**config.mk**
```make
export PLATFORM = sky130hd
export DESIGN_NAME = clk_rst_seq
export DESIGN_NICKNAME = d
export VERILOG_FILES = /design/src/rtl/clk_rst_pkg.sv /design/src/rtl/clk_rst_seq_sync_2ff.sv /design/src/rtl/clk_rst_seq.sv
export SDC_FILE = /design/constraint.sdc
export NUM_CORES = 1
export LEC_CHECK = 0
export BUFFER_PORTS_ARGS = -buffer_cell sky130_fd_sc_hd__clkbuf_2
export CAP_MARGIN = 20
export CORE_MARGIN = 8
export CORE_UTILIZATION = 50
export DETAILED_ROUTE_END_ITERATION = 10
export PLACE_DENSITY = 0.71
export SLEW_MARGIN = 20
export SYNTH_ARGS = -nofsm -noshare
export SYNTH_HDL_FRONTEND = slang
export SYNTH_SLANG_ARGS = --single-unit
```
**constraint.sdc**
```tcl
create_clock -name clk24_ref -period 2.57 [get_ports clk24_ref]
set_input_delay 0.6425 -clock clk24_ref [delete_from_list [all_inputs] [get_ports clk24_ref]]
set_output_delay 0.6425 -clock clk24_ref [all_outputs]
set_load 0.05 [all_outputs]
```
**src/rtl/clk_rst_pkg.sv**
```systemverilog
// PLL reset / lock sequencer shared types and width helpers.
// Optional lock timeout is enabled by CLK_RST_SEQ_LOCK_TIMEOUT_EN.
package clk_rst_pkg;

    typedef enum logic [1:0] {
        PLL_RST,
        WAIT_LOCK,
        RELEASE,
        RUN
    } state_e;

    localparam int SYNC_STAGES = 2;

    function automatic int cnt_bits(input int max_val);
        return (max_val < 1) ? 1 : $clog2(max_val + 1);
    endfunction

    function automatic int max3(input int a, input int b, input int c);
        int m;
        m = (a > b) ? a : b;
        return (m > c) ? m : c;
    endfunction

endpackage

```
**src/rtl/clk_rst_seq_sync_2ff.sv**
```systemverilog
// Two-flop synchroniser, parametric width, synchronous active-low reset.
// Used by clk_rst_seq for the raw PLL LOCKED inputs.
module sync_2ff #(
    parameter int WIDTH = 1
) (
    input  logic             clk_i,
    input  logic             rst_ni,
    input  logic [WIDTH-1:0] d_i,
    output logic [WIDTH-1:0] q_o
);

    logic [WIDTH-1:0] meta_q;
    logic [WIDTH-1:0] sync_q;

    always_ff @(posedge clk_i) begin
        if (!rst_ni) begin
            meta_q <= '0;
            sync_q <= '0;
        end else begin
            meta_q <= d_i;
            sync_q <= meta_q;
        end
    end

    assign q_o = sync_q;

endmodule

```
**src/rtl/clk_rst_seq.sv**
```systemverilog
// PLL reset / lock sequencer: pulses PLL RST, filters LOCKED, releases domains in order.
// Define CLK_RST_SEQ_LOCK_TIMEOUT_EN to retry when lock never settles.
module clk_rst_seq
    import clk_rst_pkg::*;
#(
    parameter int NUM_PLL      = 2,
    parameter int NUM_DOM      = 4,
    parameter int RST_CYCLES   = 4,
    parameter int LOCK_FILTER  = 64,
    parameter int RELEASE_GAP  = 16,
    parameter int LOCK_TIMEOUT = 65535,
    parameter int CNT_W        = 8
) (
    input  logic               clk24_ref,
    input  logic               rst_n,
    input  logic [NUM_PLL-1:0] pll_locked,
    output logic [NUM_PLL-1:0] pll_rst,
    output logic [NUM_DOM-1:0] dom_rst_n,
    output logic               locked,
    output logic [CNT_W-1:0]   relock_cnt,
    output logic               timeout
);

    localparam int CW = cnt_bits(max3(RST_CYCLES, LOCK_FILTER, RELEASE_GAP));
    localparam int IW = cnt_bits(NUM_DOM);

    state_e             state_q;
    logic [CW-1:0]      cnt_q;
    logic [IW-1:0]      idx_q;
    logic               pll_rst_q;
    logic [NUM_DOM-1:0] dom_q;
    logic [NUM_DOM-1:0] dom_d;
    logic               locked_q;
    logic [CNT_W-1:0]   relock_q;
    logic [CNT_W-1:0]   relock_d;
    logic [NUM_PLL-1:0] locked_sync;
    logic               lock_ok;
    logic               filter_done;
    logic               lost;
    logic               tmo_hit;
    logic               restart;

    sync_2ff #(
        .WIDTH (NUM_PLL)
    ) u_sync (
        .clk_i  (clk24_ref),
        .rst_ni (rst_n),
        .d_i    (pll_locked),
        .q_o    (locked_sync)
    );

    assign lock_ok     = &locked_sync;
    assign filter_done = (state_q == WAIT_LOCK) && lock_ok &&
                         (cnt_q == CW'(LOCK_FILTER - 1));
    assign lost        = !lock_ok && ((state_q == RELEASE) || (state_q == RUN));
    assign restart     = lost || tmo_hit;
    assign relock_d    = (relock_q == {CNT_W{1'b1}}) ? relock_q : relock_q + 1'b1;

    always_comb begin
        dom_d = dom_q;
        for (int i = 0; i < NUM_DOM; i++) begin
            if (idx_q == IW'(i)) dom_d[i] = 1'b1;
        end
    end

`ifdef CLK_RST_SEQ_LOCK_TIMEOUT_EN
    localparam int TW = cnt_bits(LOCK_TIMEOUT);

    logic [TW-1:0] tcnt_q;
    logic          timeout_q;

    // Filter success takes priority over an expiring timeout.
    assign tmo_hit = (state_q == WAIT_LOCK) && !filter_done &&
                     (tcnt_q == TW'(LOCK_TIMEOUT - 1));

    always_ff @(posedge clk24_ref) begin
        if (!rst_n) begin
            tcnt_q    <= '0;
            timeout_q <= 1'b0;
        end else begin
            tcnt_q    <= (state_q == WAIT_LOCK) ? tcnt_q + 1'b1 : '0;
            timeout_q <= tmo_hit;
        end
    end

    assign timeout = timeout_q;
`else
    assign tmo_hit = 1'b0;
    assign timeout = 1'b0;
`endif

    always_ff @(posedge clk24_ref) begin
        if (!rst_n) begin
            state_q   <= PLL_RST;
            cnt_q     <= '0;
            idx_q     <= '0;
            pll_rst_q <= 1'b1;
            dom_q     <= '0;
            locked_q  <= 1'b0;
            relock_q  <= '0;
        end else if (restart) begin
            state_q   <= PLL_RST;
            cnt_q     <= '0;
            idx_q     <= '0;
            pll_rst_q <= 1'b1;
            dom_q     <= '0;
            locked_q  <= 1'b0;
            relock_q  <= relock_d;
        end else begin
            unique case (state_q)
                PLL_RST: begin
                    if (cnt_q == CW'(RST_CYCLES - 1)) begin
                        state_q   <= WAIT_LOCK;
                        cnt_q     <= '0;
                        pll_rst_q <= 1'b0;
                    end else begin
                        cnt_q <= cnt_q + 1'b1;
                    end
                end
                WAIT_LOCK: begin
                    if (filter_done) begin
                        state_q <= RELEASE;
                        cnt_q   <= '0;
                        idx_q   <= '0;
                    end else if (!lock_ok) begin
                        cnt_q <= '0;
                    end else begin
                        cnt_q <= cnt_q + 1'b1;
                    end
                end
                RELEASE: begin
                    // One release per gap; the extra index slot is the final gap.
                    if (cnt_q == '0 && idx_q == IW'(NUM_DOM)) begin
                        state_q  <= RUN;
                        locked_q <= 1'b1;
                    end else begin
                        if (cnt_q == '0) dom_q <= dom_d;
                        if (cnt_q == CW'(RELEASE_GAP - 1)) begin
                            cnt_q <= '0;
                            idx_q <= idx_q + 1'b1;
                        end else begin
                            cnt_q <= cnt_q + 1'b1;
                        end
                    end
                end
                RUN: begin
                    locked_q <= 1'b1;
                end
            endcase
        end
    end

    assign pll_rst    = {NUM_PLL{pll_rst_q}};
    assign dom_rst_n  = dom_q;
    assign locked     = locked_q;
    assign relock_cnt = relock_q;

endmodule

```
== Word level (Yosys, flattened, before mapping) ==
Cells that the tools add are included.

* Add/sub/neg operators: 3
* Bitwise operators: 3
* Mux-type cells: 16
* Eq/ne operators: 16
* Shifts and indexed selects: 0
* Div/mod/pow operators: 0
* $lt $le $gt $ge: 0
* Reductions and logical operators: 24
* Multiply operators: 0

{| class="wikitable"
|+ Operator list
! operator !! number
|-
| $mux W7 || 5
|-
| $reduce_and A4 Y1 || 6
|-
| $pmux W7 S3 || 1
|-
| $reduce_and A2 Y1 || 5
|-
| $mux W3 || 3
|-
| $add A8 B1 Y8 const B || 1
|-
| $eq A8 B8 Y1 const B || 1
|-
| $add A7 B1 Y7 const B || 1
|-
| $eq A7 B2 Y1 const B || 1
|-
| $eq A7 B4 Y1 const B || 1
|-
| $eq A7 B6 Y1 const B || 1
|-
| $logic_not A7 Y1 || 1
|-
| $eq A3 B2 Y1 const B || 2
|-
| $mux W2 || 3
|-
| $ne A2 B2 Y1 const B || 3
|-
| $pmux W2 S3 || 1
|-
| $pmux W3 S2 || 1
|-
| $eq A2 B2 Y1 const B || 2
|-
| $logic_and A1 B1 Y1 || 4
|-
| $ne A2 B1 Y1 const B || 2
|-
| $reduce_bool A2 Y1 || 2
|-
| $add A3 B1 Y3 const B || 1
|-
| $eq A3 B1 Y1 const B || 1
|-
| $eq A3 B3 Y1 const B || 1
|-
| other kinds (10) || 12
|}

* Word-level logic and storage cells: 74
* RAM bits: 0
* Bits in latches: 0
* Memory bits (read-only): 0
* Memories: 0
* Output and inout port bits: 16
* Input bits: 4
* Bits in registers: 30

== Depth between registers and ports, before layout ==
Gate-level depths: netlist (run 1).

* Depth after elaboration: 5
* Depth in mapped cells: 8
* Depth with buffers taken out: 7

== Modules after synthesis ==
A second synthesis (run 1) with hierarchy kept.

* Cell total of the unflattened synthesis: 188
* Area total of the unflattened synthesis: 1609.0 sq um

{| class="wikitable"
|+ Modules (own cells, without submodules)
! module !! cells each !! instances !! seq. area each (sq um) !! area each (sq um)
|-
| clk_rst_seq || 180 || 1 || 520.5 || 1503.9
|-
| sync_2ff || 8 || 1 || 80.1 || 105.1
|}

== Worst setup path after synthesis (run 1) ==
OpenSTA, ideal clock, no wires.

* Path type: register to register
* Start point: register relock_q[0] (netlist: relock_cnt[0])
* End point: register relock_q[6] (netlist: relock_cnt[6])
* Data required time: 2.455 ns
* Setup time: 0.115 ns
* Arrival: 1.782 ns
* Buffers on the path: 0
* Path slack: 0.673 ns
* Period minus slack after synthesis: 1.897 ns
* Cell stages (with the launch flop): 7
* Cells stage by stage: dfxtp_1 > ha_1 > and4_1 > a21oi_1 > and4_1 > xor2_1 > and2_1

* Cells in the longest elaborated chain, start to end: 3
* Elaborated cells on any way between the ends: 4
* Classes of those cells: 1 x add/sub; 1 x eq/ne; 1 x bitwise; 1 x reduce/logical

{| class="wikitable"
|+ Ends and longest elaborated chain
! what !! line !! text
|-
| from (decl) || clk_rst_seq.sv:34 || <nowiki>logic [CNT_W-1:0] relock_q;</nowiki>
|-
| from (signal assigned) || clk_rst_seq.sv:108 || <nowiki>relock_q <= relock_d;</nowiki>
|-
| branches (longest 3 deep; another with $add A8 B1 Y8) || - ||
|}

Parallel ways; which one is timed is not known.
A chain may end at the register's enable or synchronous reset.

== Worst setup path in the final report (run 1) ==
* Start point: register state_q[0]
* End point: register state_q[0]

* Cells in the longest elaborated chain, start to end: 5
* Elaborated cells on any way between the ends: 15
* Classes of those cells: 6 x eq/ne; 1 x mux; 8 x reduce/logical

{| class="wikitable"
|+ Ends and longest elaborated chain
! what !! line !! text
|-
| from (decl) || clk_rst_seq.sv:27 || <nowiki>state_e state_q;</nowiki>
|-
| from (signal assigned) || clk_rst_seq.sv:94 || <nowiki>state_q <= PLL_RST;</nowiki>
|-
| from (signal assigned) || clk_rst_seq.sv:102 || <nowiki>state_q <= PLL_RST;</nowiki>
|-
| from (signal assigned) || clk_rst_seq.sv:113 || <nowiki>state_q <= WAIT_LOCK;</nowiki>
|-
| $eq A2 B1 Y1 || clk_rst_seq.sv:53, clk_rst_seq.sv:110 ||
|-
| $logic_and A1 B1 Y1 (2 in a row) || clk_rst_seq.sv:53 || <nowiki>assign filter_done = (state_q == WAIT_LOCK) && lock_ok &&</nowiki>
|-
| $ne A2 B2 Y1 (no source line) || - ||
|-
| $reduce_and A4 Y1 (no source line) || - ||
|}

Several ways; a longest one is shown, not always the timed one.

==> impl_results.md, run 1 <==
* CP top delay family: compound AO/OA/AOI/OAI gates
* Final Hold Viols at 0
* Synth Register Bits at 30
* Vias at roughly 1300
* PortBufs at 18
* Pin count of the biggest net entering global routing at 16
* Hold WS at about 0.44 ns
* CP Data Arrival Time at 2.36 ns
* VDD IR max at 0.000389 V
* Top post-synthesis cells by count: 30 x dfxtp_1, 15 x nor2_1, 14 x nand2_1
* Grt ovf at 0
* CP Class: reg -> reg
* # IOs at 20
* P per Cell Area at 704 nW/um^2
* Worst-Margin Slew at between 0.6 and 0.7 ns
* Req. time, crit path at 2.82 ns
* Antenna diode count at 0
* Crit-path max FO at 10
* Antenna Nets Post-Route at 0
* Gpl congestion at roughly 0.86
* Critical Path, Cell by Cell: inv_1 -> ha_1 -> o2bb2ai_1 -> nand2_1 -> buf_4 -> o31ai_1
* Count leader, synth: dfxtp_1
* Horiz. Die Dim at around 72 um
* Leakage power at 0.000699 uW
* Fin crit share at 0.823
* Most common flop cell mapped by yosys: dfxtp_1
* Type of origin of the critical path: flip-flop
* Die H at roughly 72 um
* Status: completed
* Area contributors post-synth: dfxtp_1 38%, ha_1 10%, nand3_1 4.1%
* # Post-CTS Setup Buffers at 0
* # resized after CTS at 0
* Core ar. at 3030 sq um
* Synth Cell Area at 1580 sq um
* Worst-skew pair later-pin latency at 0.33 ns
* CTS Sinks at 30
* Max cap viols at 0
* Post-synthesis net count at 197
* Mean post-synth cell area at around 8.8 sq um
* Yosys warns at 0
* Avg WL per Cell at between 10 and 15 um
* DRT Wirelength at 3280 um
* Minimum clock period at 2.12 ns
* Nets at 216
* Slew Limit Fails at 0
* DRC viols at 0
* Setup Viol. Count Final at 0
* CTS Root Cell: clkbuf_4
* CTS tree: built
* Vias in the first global route at 1276
* Max Clk Rate at 473 MHz
* Rel. slew slack at 0.562
* Top-area cell type share of the netlist area at 0.380
* First-pass GRT wire length at about 5600 um
* CTS Buffer Depth at 2
* Initial antenna violation count at 0
* Worst path buffer plus inverter count at 2
* Initial Util at 0.522
* Worst Setup End Kind: flip-flop
* Setup TNS at 0 ns
* Die area at 5220 sq um
* Fill cells at ~290
* Iteration-0 DRC Markers at 87
* Slowest cell on the critical path: dfxtp_1
* Async SR Flop Fraction at 0
* Clock transition at path regs at 0.09 ns
* Clock buffer count from CTS at 5
* RSZ-0062 raised after global routing: no
* Leading area contributor after synthesis: dfxtp_1
* Count of flip-flops with a built-in enable after synthesis at 0
* Layout cell share with drive strength beyond 1 at 0.160
* DR pass1 iterations at 4
* Area delta synth->final at 10.9%
* FP Rows at 20
* Final worst clock skew at 0.00736 ns
* Sequential-to-total area share from yosys stat at 0.380
* H-tree levels at 2
* Crit path largest cell delay at 0.43 ns
* Hpwl dp at 2510 um
* Yosys cell types at 42
* Hold WC Path Type: reg -> reg
* Gr usage total at 0.135
* Vias per Instance at 5.48
* Syn Inst Count at 180
* Hold_buf cts at 0
-- routing by layer --
layer  GRT usage  vias to the layer above  routed length, um
li1            -                      681                  -
met1       0.157                      616               1460
met2       0.203                       31               1550
met3      0.0579                        9                195
met4      0.0794                        0                 69
met5           0                        -                  0
-- flip-flops by register name, indices dropped and copies added, names as in the netlist --
signal	count
relock_cnt	8
cnt_q	7
dom_rst_n	4
idx_q	3
state_q	2
u_sync.meta_q	2
u_sync.q_o	2
locked	1
pll_rst_q	1
-- layout by cell type, fill, tap and decap left out, types with 2 or more instances in the layout --
| cell type | synthesis | layout |
|---|---|---|
| and3_1 | 3 | 3 |
| nor2_1 | 15 | 15 |
| clkbuf_4 | 0 | 5 |
| a21oi_1 | 11 | 11 |
| and4_1 | 2 | 2 |
| nand2_1 | 14 | 14 |
| nor3_1 | 3 | 3 |
| nand4_1 | 6 | 6 |
| inv_1 | 9 | 9 |
| mux2i_1 | 3 | 3 |
| and2_1 | 8 | 8 |
| xor2_1 | 2 | 2 |
| o21a_1 | 2 | 2 |
| clkbuf_2 | 0 | 18 |
| o21ai_0 | 5 | 5 |
| o2bb2ai_1 | 2 | 2 |
| ha_1 | 13 | 13 |
| o31ai_1 | 2 | 2 |
| a31oi_1 | 7 | 7 |
| nand2b_1 | 2 | 2 |
| xnor2_1 | 3 | 3 |
| dfxtp_1 | 30 | 30 |
| nand3_1 | 13 | 13 |
-- final timing paths --
path | depth (start not counted) | to | slack (ns) | from
worst max-delay path | 6 | state_q[0] | 0.45 | state_q[0]
worst max register to register | 6 | state_q[0] | 0.45 | state_q[0]
worst min-delay path | 1 | u_sync.q_o[1] | 0.44 | u_sync.meta_q[1]
worst min register to register | 1 | u_sync.q_o[1] | 0.44 | u_sync.meta_q[1]
-- cells by family (layout without fill, tap and decap cells) --
kind of cell,count (synthesis),in the layout,share of synthesized area
fa+ha+maj,13,13,0.103
simple gates,74,74,0.248
xor+xnor,5,5,0.0277
flops,30,30,0.380
other cells,1,1,0.00237
buf+inv,16,36,0.0467
compound gates,38,38,0.174
mux,3,3,0.0190
-- worst reg2reg max path, cell delays in order (launching register included) --
cell and delay (ns):
dfxtp_1 0.43, inv_1 0.09, ha_1 0.34, o2bb2ai_1 0.39, nand2_1 0.30, buf_4 0.26
o31ai_1 0.22
-- power breakdown --
part	internal, uW	switching, uW	leakage (uW)
sequential	506	43.2	0.000243
clock	132	156	0.0000353
combinational	146	252	0.000421
-- metrics by stage --
| step | util | std cells | setup WS (ns) | instance area (sq um) | total power [uW] |
|---|---|---|---|---|---|
| 3_3_place_gp | 0.560 | 236 | 0.597 | 1690 | 940 |
| 4_1_cts | 0.579 | 244 | 0.453 | 1750 | 1250 |
| 2_1_floorplan | - | 180 | 0.673 | 1580 | 872 |
| 5_1_grt | 0.579 | 244 | 0.193 | 1750 | 1320 |
| 6_report | 0.579 | 244 | 0.454 | 1750 | 1240 |
| 3_5_place_dp | 0.560 | 236 | 0.485 | 1690 | 955 |
-- area by class of cell --
| class | instances | area, sq um | share of cell area |
|---|---|---|---|
| inverters | 9 | 33.8 | 0.0193 |
| repair buffers | 19 | 97.6 | 0.0556 |
| clock inverters | 1 | 5.00 | 0.00285 |
| well taps | 44 | 55.1 | 0.0314 |
| flip-flops and latches | 30 | 601 | 0.342 |
| multi-input cells | 134 | 907 | 0.517 |
| clock buffers | 7 | 55.1 | 0.0314 |
Note: power is estimated with default switching activity, not from simulation.
==> run 2: changes to the inputs <==
PLACE_DENSITY = 0.74   (was 0.71)
clock period = 1.8 ns   (was 2.57 ns; I/O delays follow)
==> run 2 against run 1 <==
Net effect: the flow now finishes with violations (negative setup slack); die area unchanged; clock-buffer cell count is the same; sequential share of layout area down 5.3 points; critical path depth is 1 higher; largest power group is now combinational cells.
==> impl_results.md, run 2 (synthesized netlist as in run 1, its figures left out) <==
* Core ar. at around 3000 sq um
* Status: finished with violations
* Vias at 1574
* CP Class: reg -> reg
* CTS tree: built
* DRT Wirelength at 4260 um
* Leakage power at 0.000851 uW
* Vias per Instance at 5.81
* Minimum clock period at around 1.8 ns
* Reg2Reg Depth at 7
* Hold_buf cts at 0
* Clock transition at path regs at ~0.090 ns
* Max Clk Rate at 550 MHz
* Pin count of the biggest net entering global routing at 15
* Nets at approximately 240
* Crit path largest cell delay at 0.38 ns
* Worst-skew pair later-pin latency at 0.33 ns
* Gpl congestion at 0.921
* Final Hold Viols at 0
* Worst R2R End: state_q[1]
* Antenna Nets Post-Route at 0
* Initial Util at 0.522
* H-tree levels at 2
* Most common cell on crit path: buf_4
* FP Rows at 20
* Avg WL per Cell at about 16 um
* Failing checks: negative setup slack
* Iteration-0 DRC Markers at 192
* Fin area at 2130 sq um
* CTS Root Cell: clkbuf_4
* Die H at slightly above 70 um
* CTS Sinks at 30
* Fin crit share at 1.01
* VDD IR max at 0.000578 V
* Most frequent cells in the layout: 27 x buf_4, 23 x dfxtp_1, 18 x clkbuf_2, 15 x nor2_1, 14 x nand2_1
* Crit-path max FO at 3
* Antenna diode count at 0
* FF-to-FF setup slack at -0.02 ns
* DR pass1 iterations at 8
* Stages on the worst setup path at 7
* Vias in the first global route at 1525
* Critical R2R Launch: cnt_q[6]
* Placed Area at 1820 sq um
* Worst setup path end: state_q[1]
* Type of origin of the critical path: flip-flop
* Top routing layer in use: met4
* First-pass GRT wire length at 6710 um
* Final WS setup at -0.0192 ns
* PortBufs at 18
* Hold WC Path Type: in -> reg
* RSZ-0062 raised after global routing: yes
* Die area at 5220 sq um
* Commonest non-fill, non-tap cell in the layout: buf_4
* Util after Layout at 0.703
* DRC viols at 0
* Crit. Startpoint: cnt_q[6]
* Initial antenna violation count at 0
* Final worst clock skew at 0.00692 ns
* Hpwl dp at slightly below 3000 um
* Gr usage total at 0.163
* WL met3 at 236 um
* CTS Buffer Depth at 2
* Slew Limit Fails at 0
* P per Cell Area at between 1000 and 1500 nW/um^2
* Area delta synth->final at 34.6%
* Place WS at -0.0485 ns
* Fill cells at 216
* Largest register FFs at 8
* Slowest cell on the critical path: o31ai_2
* CP top delay family: simple AND/OR/NAND/NOR gates
* Req. time, crit path at 2.03 ns
* Setup Viol. Count Final at 3
* Met1 wire length at 1710 um
* Clock buffer count from CTS at 5
* Worst path buffer plus inverter count at 2
* Grt ovf at 0
* # IOs at 20
* WL met2 at about 2200 um
* Critical Path, Cell by Cell: buf_4 -> nand4b_1 -> o31ai_2 -> buf_4 -> nand4b_4 -> mux2i_1 -> nor2_1
* Horiz. Die Dim at 72.2 um
* Worst Setup End Kind: flip-flop
* CP Data Arrival Time at 2.04 ns
* Layout cell share with drive strength beyond 1 at 0.366
* Max cap viols at 0
-- run 2: changes by cell type in the layout (fill, tap and decap cells not counted), moves of 3 or more --
| cell | delta |
|---|---|
| ha_1 | -6 |
| ha_4 | +3 |
| ha_2 | +3 |
| dfxtp_4 | +3 |
| dfxtp_1 | -7 |
| dfxtp_2 | +4 |
| buf_4 | +26 |
-- run 2: cell type report --
class / count / area (sq um) / area share
tap: 44 / 55.1 / 0.0259
clock inverter: 1 / 5.00 / 0.00235
multi-input combinational: 134 / 1060 / 0.496
inverter: 9 / 36.3 / 0.0170
timing repair buffer: 46 / 304 / 0.143
sequential: 30 / 617 / 0.290
clock buffer: 7 / 55.1 / 0.0259
-- run 2: how the worst min path moves through the flow --
stage,cells past startpoint,slack (ns),startpoint,end
2_1_floorplan,1,0.41,u_sync.meta_q[0],u_sync.q_o[0]
3_3_place_gp,1,0.42,u_sync.meta_q[1],u_sync.q_o[1]
3_5_place_dp,1,0.43,u_sync.meta_q[0],u_sync.q_o[0]
4_1_cts,2,0.31,pll_locked[1],u_sync.meta_q[1]
5_1_grt,2,0.30,pll_locked[1],u_sync.meta_q[1]
6_report,2,0.33,pll_locked[1],u_sync.meta_q[1]
-- run 2: worst register-to-register path: stages (launching register included) --
cell and delay, ns:
dfxtp_1 0.34, buf_4 0.15, nand4b_1 0.28, o31ai_2 0.38
buf_4 0.19, nand4b_4 0.13, mux2i_1 0.17, nor2_1 0.07
-- run 2: power breakdown --
part           internal, uW  leakage (uW)  switching, uW  total, uW
clock network           189     0.0000353            237        426
registers               740      0.000247           67.3        808
logic                   424      0.000569            505        929
total                  1350      0.000851            809       2160
-- run 2: what timing repair did --
action	CTS	global route
setup endpoints to repair	6	16
pin swaps	0	16
buffers inserted	0	11
resized for setup	3	35
cloned	0	0
endpoints found under the hold margin	0	0
-- run 2: per-layer routing --
layer,up-vias,global-route usage
met3,14,0.0468
met2,67,0.281
li1,735,-
met5,-,0
met1,758,0.172
met4,0,0.0952
-- run 2: through the flow --
stage,hold slack [ns],instances,setup TNS [ns],total power (uW)
2_1_floorplan,0.412,180,0,1250
3_3_place_gp,0.422,252,0,1400
3_5_place_dp,0.428,252,-0.166,1440
4_1_cts,0.314,260,-0.147,1880
5_1_grt,0.304,271,-0.552,2280
6_report,0.328,271,-0.0367,2160
